`config.mk`:
```
export PLATFORM = sky130hd
export DESIGN_NAME = conv_window_addr_gen_flat
export DESIGN_NICKNAME = d
export VERILOG_FILES = /design/src/rtl/conv_window_addr_gen_if.sv /design/src/rtl/conv_window_addr_gen.sv /design/src/flat_wrapper.sv
export SDC_FILE = /design/constraint.sdc
export NUM_CORES = 1
export LEC_CHECK = 0
export CELL_PAD_IN_SITES_DETAIL_PLACEMENT = 0
export CELL_PAD_IN_SITES_GLOBAL_PLACEMENT = 2
export CORE_ASPECT_RATIO = 1.5
export CORE_UTILIZATION = 34
export DETAILED_ROUTE_END_ITERATION = 6
export MAX_ROUTING_LAYER = met4
export PLACE_DENSITY = 0.91
export RECOVER_POWER = 25
export SLEW_MARGIN = 20
export SYNTH_ARGS = -nofsm -noshare
export SYNTH_HDL_FRONTEND = slang
export SYNTH_SLANG_ARGS = --single-unit
export TNS_END_PERCENT = 1
```
`constraint.sdc`:
```
create_clock -name clk -period 5 [get_ports clk]
set_input_delay 1 -clock clk [delete_from_list [all_inputs] [get_ports clk]]
set_output_delay 1 -clock clk [all_outputs]
set_load 0.01 [all_outputs]
```
`src/rtl/conv_window_addr_gen_if.sv`:
```
// Window-address bus between the layer sequencer, the address generator and the line-buffer read ports.
// The generator takes the master side; the sequencer/consumer pair takes the slave side.
interface conv_window_addr_gen_if #(
  parameter int ADDR_W   = 13,
  parameter int NUM_ROWS = 3,
  parameter int RW       = 5,
  parameter int CW       = 8
);
  logic                       start;
  logic                       out_ready;
  logic                       out_valid;
  logic [NUM_ROWS*ADDR_W-1:0] addr;
  logic [RW-1:0]              row_idx;
  logic [CW-1:0]              col_idx;
  logic                       last_col;
  logic                       last;
  logic                       busy;
  logic                       done;

  modport master (
    input  start, out_ready,
    output out_valid, addr, row_idx, col_idx, last_col, last, busy, done
  );

  modport slave (
    output start, out_ready,
    input  out_valid, addr, row_idx, col_idx, last_col, last, busy, done
  );
endinterface

```
`src/rtl/conv_window_addr_gen.sv`:
```
// Sliding-window read-address generator: walks ROWS x COLS output positions and presents
// NUM_ROWS line-buffer addresses per window over a valid/ready handshake.
module conv_window_addr_gen #(
  parameter int ADDR_W      = 13,
  parameter int NUM_ROWS    = 3,
  parameter int ROWS        = 18,
  parameter int COLS        = 159,
  parameter int LINE_STRIDE = 160,
  parameter int COL_STEP    = 8,
  parameter int ROW_STEP    = 160,
  parameter int BASE        = 0
) (
  input logic clk,
  input logic reset,
  conv_window_addr_gen_if.master win
);
  localparam int RW = (ROWS > 1) ? $clog2(ROWS) : 1;
  localparam int CW = (COLS > 1) ? $clog2(COLS) : 1;

  localparam logic [1:0] S_IDLE = 2'd0;
  localparam logic [1:0] S_RUN  = 2'd1;
  localparam logic [1:0] S_DONE = 2'd2;

  localparam logic [RW-1:0]     ROW_LAST   = RW'(ROWS - 1);
  localparam logic [CW-1:0]     COL_LAST   = CW'(COLS - 1);
  localparam logic [ADDR_W-1:0] BASE_A     = ADDR_W'(BASE);
  localparam logic [ADDR_W-1:0] COL_STEP_A = ADDR_W'(COL_STEP);
  localparam logic [ADDR_W-1:0] ROW_STEP_A = ADDR_W'(ROW_STEP);

  logic [1:0]        state, state_nxt;
  logic [RW-1:0]     row, row_nxt;
  logic [CW-1:0]     col, col_nxt;
  logic [ADDR_W-1:0] row_base, row_base_nxt;
  logic [ADDR_W-1:0] col_base, col_base_nxt;
  logic              accept;

  // Kernel row k sits LINE_STRIDE*k above the window's base; sums wrap modulo 2^ADDR_W.
  function automatic logic [NUM_ROWS*ADDR_W-1:0] window_addr(input logic [ADDR_W-1:0] base);
    logic [NUM_ROWS*ADDR_W-1:0] v;
    v = '0;
    for (int k = 0; k < NUM_ROWS; k++) begin
      v[k*ADDR_W +: ADDR_W] = base + ADDR_W'(k * LINE_STRIDE);
    end
    return v;
  endfunction

  assign accept = win.out_valid && win.out_ready;

  always_comb begin
    state_nxt    = state;
    row_nxt      = row;
    col_nxt      = col;
    row_base_nxt = row_base;
    col_base_nxt = col_base;
    case (state)
      S_IDLE: begin
        if (win.start) begin
          state_nxt    = S_RUN;
          row_nxt      = '0;
          col_nxt      = '0;
          row_base_nxt = BASE_A;
          col_base_nxt = BASE_A;
        end
      end
      S_RUN: begin
        if (accept) begin
          if (col != COL_LAST) begin
            col_nxt      = col + CW'(1);
            col_base_nxt = col_base + COL_STEP_A;
          end else if (row != ROW_LAST) begin
            // New output row restarts from the row origin, not from the last column.
            col_nxt      = '0;
            row_nxt      = row + RW'(1);
            row_base_nxt = row_base + ROW_STEP_A;
            col_base_nxt = row_base + ROW_STEP_A;
          end else begin
            state_nxt = S_DONE;
          end
        end
      end
      S_DONE:  state_nxt = S_IDLE;
      default: state_nxt = S_IDLE;
    endcase
  end

  // Registered outputs are computed from next-state values so they align with state.
  always_ff @(posedge clk) begin
    if (reset) begin
      state         <= S_IDLE;
      row           <= '0;
      col           <= '0;
      row_base      <= '0;
      col_base      <= '0;
      win.out_valid <= 1'b0;
      win.addr      <= '0;
      win.row_idx   <= '0;
      win.col_idx   <= '0;
      win.last_col  <= 1'b0;
      win.last      <= 1'b0;
      win.busy      <= 1'b0;
      win.done      <= 1'b0;
    end else begin
      state         <= state_nxt;
      row           <= row_nxt;
      col           <= col_nxt;
      row_base      <= row_base_nxt;
      col_base      <= col_base_nxt;
      win.out_valid <= (state_nxt == S_RUN);
      win.busy      <= (state_nxt != S_IDLE);
      win.done      <= (state_nxt == S_DONE);
      win.row_idx   <= row_nxt;
      win.col_idx   <= col_nxt;
      win.last_col  <= (state_nxt == S_RUN) && (col_nxt == COL_LAST);
      win.last      <= (state_nxt == S_RUN) && (col_nxt == COL_LAST) && (row_nxt == ROW_LAST);
      if (state_nxt == S_RUN) begin
        win.addr <= window_addr(col_base_nxt);
      end
    end
  end
endmodule

```
`src/flat_wrapper.sv`:
```
// flat-port wrapper written by rule: the top's interface ports become plain ports
module conv_window_addr_gen_flat 
#(
  parameter int ADDR_W      = 13,
  parameter int NUM_ROWS    = 3,
  parameter int ROWS        = 18,
  parameter int COLS        = 159,
  parameter int LINE_STRIDE = 160,
  parameter int COL_STEP    = 8,
  parameter int ROW_STEP    = 160,
  parameter int BASE        = 0
)
  (clk, reset, win_start, win_out_ready, win_out_valid, win_addr, win_row_idx, win_col_idx, win_last_col, win_last, win_busy, win_done);
  conv_window_addr_gen_if #(.ADDR_W(ADDR_W), .NUM_ROWS(NUM_ROWS), .RW(5), .CW(8)) win_i ();
  input logic clk;
  input logic reset;
  input wire logic [$bits(win_i.start)-1:0] win_start;
  input wire logic [$bits(win_i.out_ready)-1:0] win_out_ready;
  output wire logic [$bits(win_i.out_valid)-1:0] win_out_valid;
  output wire logic [$bits(win_i.addr)-1:0] win_addr;
  output wire logic [$bits(win_i.row_idx)-1:0] win_row_idx;
  output wire logic [$bits(win_i.col_idx)-1:0] win_col_idx;
  output wire logic [$bits(win_i.last_col)-1:0] win_last_col;
  output wire logic [$bits(win_i.last)-1:0] win_last;
  output wire logic [$bits(win_i.busy)-1:0] win_busy;
  output wire logic [$bits(win_i.done)-1:0] win_done;
  assign win_i.start = win_start;
  assign win_i.out_ready = win_out_ready;
  assign win_out_valid = win_i.out_valid;
  assign win_addr = win_i.addr;
  assign win_row_idx = win_i.row_idx;
  assign win_col_idx = win_i.col_idx;
  assign win_last_col = win_i.last_col;
  assign win_last = win_i.last;
  assign win_busy = win_i.busy;
  assign win_done = win_i.done;
  conv_window_addr_gen #(.ADDR_W(ADDR_W), .NUM_ROWS(NUM_ROWS), .ROWS(ROWS), .COLS(COLS), .LINE_STRIDE(LINE_STRIDE), .COL_STEP(COL_STEP), .ROW_STEP(ROW_STEP), .BASE(BASE)) u_core (.clk(clk), .reset(reset), .win(win_i));
endmodule
```
==> summary.md, run 1 <==
| Metric | Value |
|---|---|
| Status | `finished, final reports clean` |
| Violation count after the first detailed-route iteration | `198` |
| Setup CP Type | `in2reg` |
| Type of origin of the critical path | `input pin` |
| Slew Viols, Final | `0` |
| Worst relative slew slack | `56.2%` |
| Met3 usage | `4.36%` |
| Routed vias | `3411` |
| R2r startpoint | `u_core.col[1]$_SDFF_PP0_` |
| WL/cell | `17.9 um` |
| Clk root buf | `clkbuf_16` |
| Max-Cap Viols | `0` |
| Clock Tree Buf Depth | `2` |
| Setup_tns | `0 ns` |
| Main synth FF type | `dfxtp_1` |
| Chip width | `87.5 um` |
| Largest delay share family, worst path | `compound AO/OA/AOI/OAI gates` |
| Launch point of the critical path | `win_out_ready` |
| CP Data Required Time | `5.24 ns` |
| Num CTS Buffers | `9` |
| M2 GR Usage | `37.4%` |
| Pre-Repair DR Iteration Count | `5` |
| DRC viols | `0` |
| DP Wirelength | `8210 um` |
| Leakage power total | `0.00168 uW` |
| H-tree lvl count | `3` |
| Count of different cell masters after synthesis | `74` |
| Synthesis-stage register bit count | `69` |
| Vias in the first global route | `3349` |
| Reg2reg end | `u_core.win.addr[25]$_SDFFE_PP0P_` |
| Top cells by area, synth | `dfxtp_1 (37%), nor2_1 (6.2%), a21oi_1 (5.0%), nand2_1 (4.2%), ha_1 (3.0%)` |
| Antenna violations before repair | `0` |
| Post-layout min period | `3.82 ns` |
| Post-CTS Setup Inserts | `0` |
| Grt met1 use | `22.8%` |
| Synth Cell Area | `3730 sq um` |
| Placer Congestion | `0.939` |
| CP cell instances | `clkdlybuf4s50_1, and4b_1, o21ai_1, nor2_1, o32a_1, inv_1, ha_1, inv_1, a311oi_4, o211ai_4, nor3b_2, mux2_1, a31o_1` |
| Hold Path Sink | `u_core.win.addr[20]$_SDFFE_PP0P_` |
| Vias per Instance | `5.42` |
| Cts repair resizes | `0` |
| Max incr delay on CP | `0.49 ns` |
| Die Span Y | `130 um` |
| Largest net degree at the start of global routing | `33` |
| Share of post-route cells with drive strength above 1 | `11.1%` |
| Worst setup EP type | `flop` |
| CP max stage cell | `clkdlybuf4s50_1` |
| Most frequent cell on the critical path | `inv_1` |
| Die ar. | `11400 sq um` |
| Clock-pin slew on the worst setup and hold paths | `0.06 ns` |
| Seq/Total Area, Yosys | `37.1%` |
| Ports | `61` |
| Starting Density | `35.2%` |
| Worst Path Arrival | `4.06 ns` |
| Total track usage | `21.7%` |
| Num rows | `46` |
| Port bufs | `60` |
| Hold-critical path depth | `2` |
| HP Start | `u_core.win.addr[20]$_SDFFE_PP0P_` |
| Count leader, synth | `dfxtp_1` |
| Worst Clk Skew | `0.00743 ns` |
| R2r setup slk | `1.45 ns` |
| Synth-to-Final Area Change | `23.6%` |
| CTS tree | `done` |
| Tightest Hold Check Type | `reg2reg` |
| Power density over cell area | `288 nW/um^2` |
| Skew-Pair Late Insertion Delay | `0.34 ns` |
| Clock net sink count | `69` |
| Final ANT Viol Nets | `0` |
| Count of final hold-check violations | `0` |
| Hold-fix buffers, CTS | `0` |
| Top cells by count, synth | `dfxtp_1 (69), nor2_1 (62), nand2_1 (42), a21oi_1 (37)` |
| Worst Path Max Fanout | `12` |
| Crit path buf inv count | `3` |
| CORE AREA | `10600 sq um` |
| Average size of a mapped cell | `8.47 sq um` |
| Maximum vdd drop | `0.000154 V` |
| Max Clk Rate | `0.262 GHz` |
| Core Util, Final | `43.5%` |
| Slew @ Worst Pin | `0.648 ns` |
| NumNets Final | `493` |
| # setup viols final | `0` |
| Ys async rst share | `0%` |
| RSZ-0062 raised after global routing | `no` |
| Total global routing overflow | `0` |
| Most Crowded Layer GR | `met2` |
| Ys Warns | `0` |
| EDFF count, synth | `0` |
| Post-Synthesis Cells | `440` |
| Dominant cell type by area after synthesis | `dfxtp_1` |
| Tcrit/Tclk final | `76.4%` |
| Antenna cells | `0` |
| Reg2Reg Depth | `9` |
| Syn nets | `453` |
| WL final | `11200 um` |
| First-pass GRT wire length | `18000 um` |
| Post-synth top area share | `37.1%` |
[area by class of cell]
cell class | instances | area [sq um]
Tap cell | 144 | 180
Timing Repair Buffer | 68 | 656
Clock buffer | 10 | 239
Inverter | 6 | 22.5
Clock inverter | 6 | 71.3
Sequential cell | 69 | 1380
Fill cell | 1089 | 5990
Multi-Input combinational cell | 326 | 2050
[sequential cells by signal (all words and copies together) (netlist names), 2 cells and up]
signal           cells
u_core.col_base     13
u_core.row_base      8
u_core.win.addr     28
u_core.state         2
u_core.col           8
u_core.row           5
[worst reg2reg max path, delay by kind of cell, from the launching register on]
family / cells / cell delay, ns
AND/OR/NAND/NOR: 5 / 1.79
AO/OA/AOI/OAI: 2 / 0.63
flip-flops: 1 / 0.45
multiplexers: 1 / 0.29
adder cells (fa/ha/maj): 1 / 0.28
[power by group]
part / internal [uW] / switching, uW / total (uW)
registers: 560 / 7.45 / 567
logic: 34.5 / 61.9 / 96.4
clock network: 403 / 260 / 663
[stage by stage]
step                      hold slack, ns  instances  area [sq um]  worst slack, ns  total power, uW
final                              0.453        629          4600             1.18             1330
after global routing               0.475        629          4600            0.937             1370
after CTS                          0.463        629          4610             1.19             1340
after detailed placement           0.450        613          4300            0.818              679
after global placement             0.446        613          4300            0.914              679
after floorplan                    0.443        440          3730             1.66              640
[cells in the final DEF, fill, tap and decap left out, drive strengths merged, types with 10 or more instances in the layout]
| cell type | n |
|---|---|
| clkbuf | 10 |
| and3 | 10 |
| nand3 | 18 |
| dfxtp | 69 |
| dlygate4sd3 | 29 |
| o21ai | 23 |
| nand2 | 44 |
| clkdlybuf4s50 | 30 |
| nor2 | 63 |
| a21oi | 37 |
| nor3 | 12 |
[cell families after synthesis]
family                   synth area share (%)
buffers and inverters                    7.82
multiplexers                             1.14
AO/OA/AOI/OAI                            22.2
flip-flops                               37.1
AND/OR/NAND/NOR                          26.7
XOR/XNOR                                 2.12
adder cells (fa/ha/maj)                  3.02
[layer usage]
metal	share of wire [%]	up-vias
met5	0	-
met4	4.5	0
met3	4.8	34
met2	52	99
met1	39	1613
li1	-	1665
[worst max-delay path by stage]
stage | cells after the start | endpoint | slack, ns
2_1_floorplan | 12 | u_core.win.addr[25]$_SDFFE_PP0P_ | 1.66
3_3_place_gp | 13 | u_core.win.addr[25]$_SDFFE_PP0P_ | 0.91
6_report | 13 | u_core.win.addr[25]$_SDFFE_PP0P_ | 1.18
5_1_grt | 13 | u_core.win.addr[25]$_SDFFE_PP0P_ | 0.94
3_5_place_dp | 13 | u_core.win.addr[25]$_SDFFE_PP0P_ | 0.82
4_1_cts | 13 | u_core.win.addr[25]$_SDFFE_PP0P_ | 1.19
(Power assumes the default switching activity.)
==> run 2, diff against run 1 <==
--- a/config.mk
+++ b/config.mk
@@ -8,10 +8,10 @@
 export CELL_PAD_IN_SITES_DETAIL_PLACEMENT = 0
 export CELL_PAD_IN_SITES_GLOBAL_PLACEMENT = 2
 export CORE_ASPECT_RATIO = 1.5
-export CORE_UTILIZATION = 34
+export CORE_UTILIZATION = 32
 export DETAILED_ROUTE_END_ITERATION = 6
 export MAX_ROUTING_LAYER = met4
-export PLACE_DENSITY = 0.91
+export PLACE_DENSITY = 0.87
 export RECOVER_POWER = 25
 export SLEW_MARGIN = 20
 export SYNTH_ARGS = -nofsm -noshare
==> constraint.sdc (replaced) <==
create_clock -name clk -period 3.8 [get_ports clk]
set_input_delay 0.76 -clock clk [delete_from_list [all_inputs] [get_ports clk]]
set_output_delay 0.76 -clock clk [all_outputs]
set_load 0.01 [all_outputs]
==> run 2 against run 1 <==
  * Largest power group unchanged
  * Die area grew 6.1%
  * Global-route usage decreased by 2.0 points
  * Count of clock-buffer cells in the layout up 2
  * Highest routed layer unchanged
==> summary.md, run 2 (same netlist as run 1, synthesis figures left out) <==
| Metric | Value |
|---|---|
| Status | `finished, final reports clean` |
| Switching share of total power | `23.5%` |
| CTS tree | `done` |
| DRC viols | `0` |
| First-pass GRT wire length | `18000 um` |
| Max Clk Rate | `0.299 GHz` |
| Tcrit/Tclk final | `88.1%` |
| Synth-to-Final Area Change | `26.2%` |
| NumNets Final | `505` |
| Flip-flop count of the largest register after layout | `28` |
| Setup_tns | `0 ns` |
| Max-Cap Viols | `0` |
| Setup CP Type | `in2reg` |
| Cts repair resizes | `0` |
| Worst Path Arrival | `3.57 ns` |
| Clock-pin slew on the worst setup and hold paths | `0.06 ns` |
| DR top layer | `met4` |
| Combinational group share of total power | `7.4%` |
| Met3 WL | `531 um` |
| Maximum vdd drop | `0.000245 V` |
| CP Data Required Time | `4.03 ns` |
| Clock Tree Buf Depth | `2` |
| Routed vias | `3444` |
| WL final | `11100 um` |
| # setup viols final | `0` |
| Post-layout min period | `3.35 ns` |
| RSZ-0062 raised after global routing | `no` |
| Leakage power total | `0.00174 uW` |
| Violation count after the first detailed-route iteration | `199` |
| Largest net degree at the start of global routing | `32` |
| Flop pwr share | `42.3%` |
| Chip width | `90.1 um` |
| Filler instances | `1136` |
| Worst Path Max Fanout | `9` |
| Type of origin of the critical path | `input pin` |
| Worst relative slew slack | `51.7%` |
| Most frequent cells in the layout | `dfxtp_1 (69), nor2_1 (62), nand2_1 (43)` |
| Skew-Pair Late Insertion Delay | `0.33 ns` |
| Share of post-route cells with drive strength above 1 | `13.1%` |
| Vias in the first global route | `3375` |
| Largest regs | `u_core.win.addr: 28 flops, u_core.col_base: 13 flops` |
| Count of final hold-check violations | `0` |
| WL/cell | `17.2 um` |
| Final ANT Viol Nets | `0` |
| Post-CTS Setup Inserts | `0` |
| Power density over cell area | `375 nW/um^2` |
| Clk root buf | `clkbuf_16` |
| Worst setup EP type | `flop` |
| Num rows | `47` |
| Die ar. | `12100 sq um` |
| Internal Power | `1350 uW` |
| Routed wl met2 | `5610 um` |
| Tightest Hold Check Type | `reg2reg` |
| Num CTS Buffers | `9` |
| Ports | `61` |
| Pwr Total | `1760 uW` |
| Hold-fix buffers, CTS | `0` |
| Largest Register | `u_core.win.addr` |
| Most common cell after layout, fill and taps aside | `dfxtp_1` |
| Total global routing overflow | `0` |
| Slew Viols, Final | `0` |
| Slew @ Worst Pin | `0.725 ns` |
| Port bufs | `60` |
| Total track usage | `19.8%` |
| Worst Clk Skew | `0.00505 ns` |
| Pre-Repair DR Iteration Count | `4` |
| H-tree lvl count | `3` |
| CORE AREA | `11200 sq um` |
| Die Span Y | `134 um` |
| Antenna cells | `0` |
| Antenna violations before repair | `0` |
| Clock net sink count | `69` |
| Vias per Instance | `5.35` |
| Sw power | `414 uW` |
| Wire length on met1 | `4390 um` |
| Placer Congestion | `0.920` |
| Clock power share | `50.2%` |
| Starting Density | `33.3%` |
| DP Wirelength | `8150 um` |
-- run 2: stage by stage --
step	hold slack [ns]	setup WS (ns)	instances	utilization [%]	instance area, sq um
after floorplan	0.443	0.625	440	-	3730
after global placement	0.444	0.222	628	39.3	4390
after detailed placement	0.448	0.177	628	39.3	4390
after CTS	0.454	0.518	644	42.2	4710
after global routing	0.464	0.239	644	42.1	4700
final	0.451	0.453	644	42.1	4700
-- run 2: critical path, stage by stage --
cell and delay, ns:
dlygate4sd3_1 0.61, nand2_2 0.17, a211oi_2 0.31, a211oi_1 0.09
o32a_1 0.21, inv_1 0.11, ha_1 0.15, inv_1 0.05
a311oi_4 0.26, o211ai_4 0.11, nor3b_2 0.22, mux2_1 0.34
a31o_1 0.18
-- run 2: power groups by stage --
stage / clock [uW] / sequential, uW / combinational [uW]
floorplan: 0 / 765 / 76.6
global placement: 0 / 762 / 135
detailed placement: 0 / 762 / 135
CTS: 901 / 747 / 136
global route: 934 / 748 / 144
finish: 886 / 746 / 131
-- run 2: path summary, 6_finish.rpt --
| path | slack [ns] | startpoint | endpoint | cells after the start |
|---|---|---|---|---|
| min reg2reg | 0.45 | u_core.win.addr[11]$_SDFFE_PP0P_ | u_core.win.addr[11]$_SDFFE_PP0P_ | 2 |
| min | 0.45 | u_core.win.addr[11]$_SDFFE_PP0P_ | u_core.win.addr[11]$_SDFFE_PP0P_ | 2 |
| max | 0.45 | win_out_ready | u_core.win.addr[25]$_SDFFE_PP0P_ | 13 |
| max reg2reg | 0.53 | u_core.col[0]$_SDFF_PP0_ | u_core.win.addr[25]$_SDFFE_PP0P_ | 14 |
-- run 2: routing by layer --
metal  vias up  global-route usage, %
met5         -                      -
met4         0                   12.9
met3        40                   3.74
met2       112                   33.7
met1      1603                   20.8
li1       1689                      -
-- run 2: layout make-up --
cell class	instances	area [sq um]	area share (%)
multi-input combinational	326	2050	43.5
sequential	69	1380	29.4
timing repair buffer	80	746	15.9
clock buffer	12	267	5.67
tap	147	184	3.91
clock inverter	4	55.1	1.17
inverter	6	22.5	0.479
==> run 3, diff against run 2 <==
--- a/config.mk
+++ b/config.mk
@@ -8,10 +8,11 @@
 export CELL_PAD_IN_SITES_DETAIL_PLACEMENT = 0
 export CELL_PAD_IN_SITES_GLOBAL_PLACEMENT = 2
 export CORE_ASPECT_RATIO = 1.5
-export CORE_UTILIZATION = 32
+export CORE_UTILIZATION = 33
+export CTS_BUF_LIST = sky130_fd_sc_hd__clkbuf_8
 export DETAILED_ROUTE_END_ITERATION = 6
 export MAX_ROUTING_LAYER = met4
-export PLACE_DENSITY = 0.87
+export PLACE_DENSITY = 0.89
 export RECOVER_POWER = 25
 export SLEW_MARGIN = 20
 export SYNTH_ARGS = -nofsm -noshare
==> run 3 against run 2 <==
  * Sequential power barely moved
  * Non-clock buffer count down 2
  * Clock power is 25% lower
  * Clock skew rose by 0.011 ns
  * Die area decreased by 3.0%
  * Via count increased by 2.5%
  * Combinational power hardly changed
  * Largest power group is now sequential cells
  * Critical endpoint unchanged
==> summary.md, run 3 (same netlist as run 1, synthesis figures left out) <==
| Metric | Value |
|---|---|
| Status | `finished, final reports clean` |
| Starting Density | `33.9%` |
| Register area | `1380 sq um` |
| Largest Register | `u_core.win.addr` |
| Share of post-route cells with drive strength above 1 | `12.5%` |
| # setup viols final | `0` |
| Ports | `61` |
| Largest net degree at the start of global routing | `38` |
| Worst Path Arrival | `3.73 ns` |
| Antenna violations before repair | `0` |
| Skew-Pair Late Insertion Delay | `0.37 ns` |
| Post-layout min period | `3.47 ns` |
| Placer Congestion | `0.895` |
| Chip width | `88.8 um` |
| DP Wirelength | `8390 um` |
| R2r startpoint | `u_core.row[1]$_SDFF_PP0_` |
| Num rows | `47` |
| Vias per Instance | `5.50` |
| Max Clk Rate | `0.288 GHz` |
| H-tree lvl count | `3` |
| Cts repair resizes | `0` |
| Worst setup EP type | `flop` |
| Setup_tns | `0 ns` |
| Clk root buf | `clkbuf_8` |
| Port bufs | `60` |
| Total track usage | `21.4%` |
| RSZ-0062 raised after global routing | `no` |
| Worst Clk Skew | `0.0165 ns` |
| Largest regs | `u_core.win.addr: 28 flops, u_core.col_base: 13 flops` |
| Count of final hold-check violations | `0` |
| Synth-to-Final Area Change | `23.0%` |
| Clock net sink count | `69` |
| CP Data Required Time | `4.06 ns` |
| DRC viols | `0` |
| Vias in the first global route | `3488` |
| Tightest Hold Check Type | `reg2reg` |
| Slew Viols, Final | `0` |
| Final ANT Viol Nets | `0` |
| NumNets Final | `503` |
| Flip-flop count of the largest register after layout | `28` |
| Most frequent cells in the layout | `dfxtp_1 (69), nor2_1 (62), nand2_1 (43)` |
| Most common cell after layout, fill and taps aside | `dfxtp_1` |
| Worst relative slew slack | `51.4%` |
| WL final | `11400 um` |
| First-pass GRT wire length | `18200 um` |
| Die Span Y | `132 um` |
| Die ar. | `11700 sq um` |
| Pre-Repair DR Iteration Count | `5` |
| Total global routing overflow | `0` |
| Type of origin of the critical path | `input pin` |
| CTS tree | `done` |
| Antenna cells | `0` |
| Slew @ Worst Pin | `0.730 ns` |
| Post-CTS Setup Inserts | `0` |
| Clock-pin slew on the worst setup and hold paths | `0.09 ns` |
| WHS | `0.458 ns` |
| HP Start | `u_core.win.addr[36]$_SDFFE_PP0P_` |
| Launch point of the critical path | `win_out_ready` |
| Worst Path Max Fanout | `9` |
| Routed vias | `3529` |
| Multi-input gate area in the final layout | `2050 sq um` |
| Clock Tree Buf Depth | `2` |
| Tcrit/Tclk final | `91.4%` |
| Max-Cap Viols | `0` |
| Leakage power total | `0.00167 uW` |
| Setup CP Type | `in2reg` |
| Hold-fix buffers, CTS | `0` |
| Maximum vdd drop | `0.000191 V` |
| Filler instances | `1128` |
| CORE AREA | `11000 sq um` |
| WL/cell | `17.7 um` |
| Num CTS Buffers | `9` |
| Violation count after the first detailed-route iteration | `228` |
| Power density over cell area | `336 nW/um^2` |
[run 3: changes by cell type in the layout (fill, tap and decap cells not counted), sizes merged]
| cell | delta |
|---|---|
| buf | -3 |
| clkdlybuf4s50 | +3 |
| dlygate4sd3 | -3 |
| clkbuf | +1 |
[run 3: metrics by stage]
| step | power, uW | utilization (%) | setup slack [ns] | instances | cell area [sq um] |
|---|---|---|---|---|---|
| 3_3_place_gp | 900 | 39.8 | 0.144 | 626 | 4380 |
| 4_1_cts | 1560 | 41.8 | 0.463 | 642 | 4600 |
| 3_5_place_dp | 900 | 39.8 | 0.0974 | 626 | 4380 |
| 5_1_grt | 1600 | 41.7 | 0.213 | 642 | 4580 |
| 6_report | 1540 | 41.7 | 0.327 | 642 | 4580 |
| 2_1_floorplan | 842 | - | 0.625 | 440 | 3730 |
[run 3: metal layers]
metal	up-vias	global-route usage, %	wire (um)
li1	1680	-	-
met5	-	-	0
met1	1711	22.1	4430
met2	105	36.1	5950
met4	0	11.6	526
met3	33	5.32	477
[run 3: power breakdown]
part | switching [uW] | internal (uW)
Combinational | 84.5 | 48.6
Sequential | 9.85 | 735
Clock | 302 | 359
Total | 396 | 1140
[run 3: worst paths after layout]
path	endpoint	slack, ns	depth (start not counted)
setup / recovery	u_core.win.addr[25]$_SDFFE_PP0P_	0.33	13
hold / removal	u_core.win.addr[36]$_SDFFE_PP0P_	0.46	2
setup reg to reg	u_core.win.addr[25]$_SDFFE_PP0P_	0.47	14
hold reg to reg	u_core.win.addr[36]$_SDFFE_PP0P_	0.46	2
[run 3: cell type report]
type | count | share of cell area [%]
Clock buffer | 12 | 3.60
Clock inverter | 4 | 1.20
Inverter | 6 | 0.491
Multi-Input combinational cell | 326 | 44.7
Sequential cell | 69 | 30.1
Tap cell | 147 | 4.01
Timing Repair Buffer | 78 | 15.9
[run 3: critical path, stage by stage]
cell           delay, ns
dlygate4sd3_1       0.62
nand2_2             0.19
nor4_2              0.37
a211oi_1            0.16
o32a_1              0.20
inv_1               0.12
ha_1                0.15
inv_1               0.05
a311oi_4            0.28
o211ai_4            0.12
nor3b_2             0.20
mux2_1              0.33
a31o_1              0.18
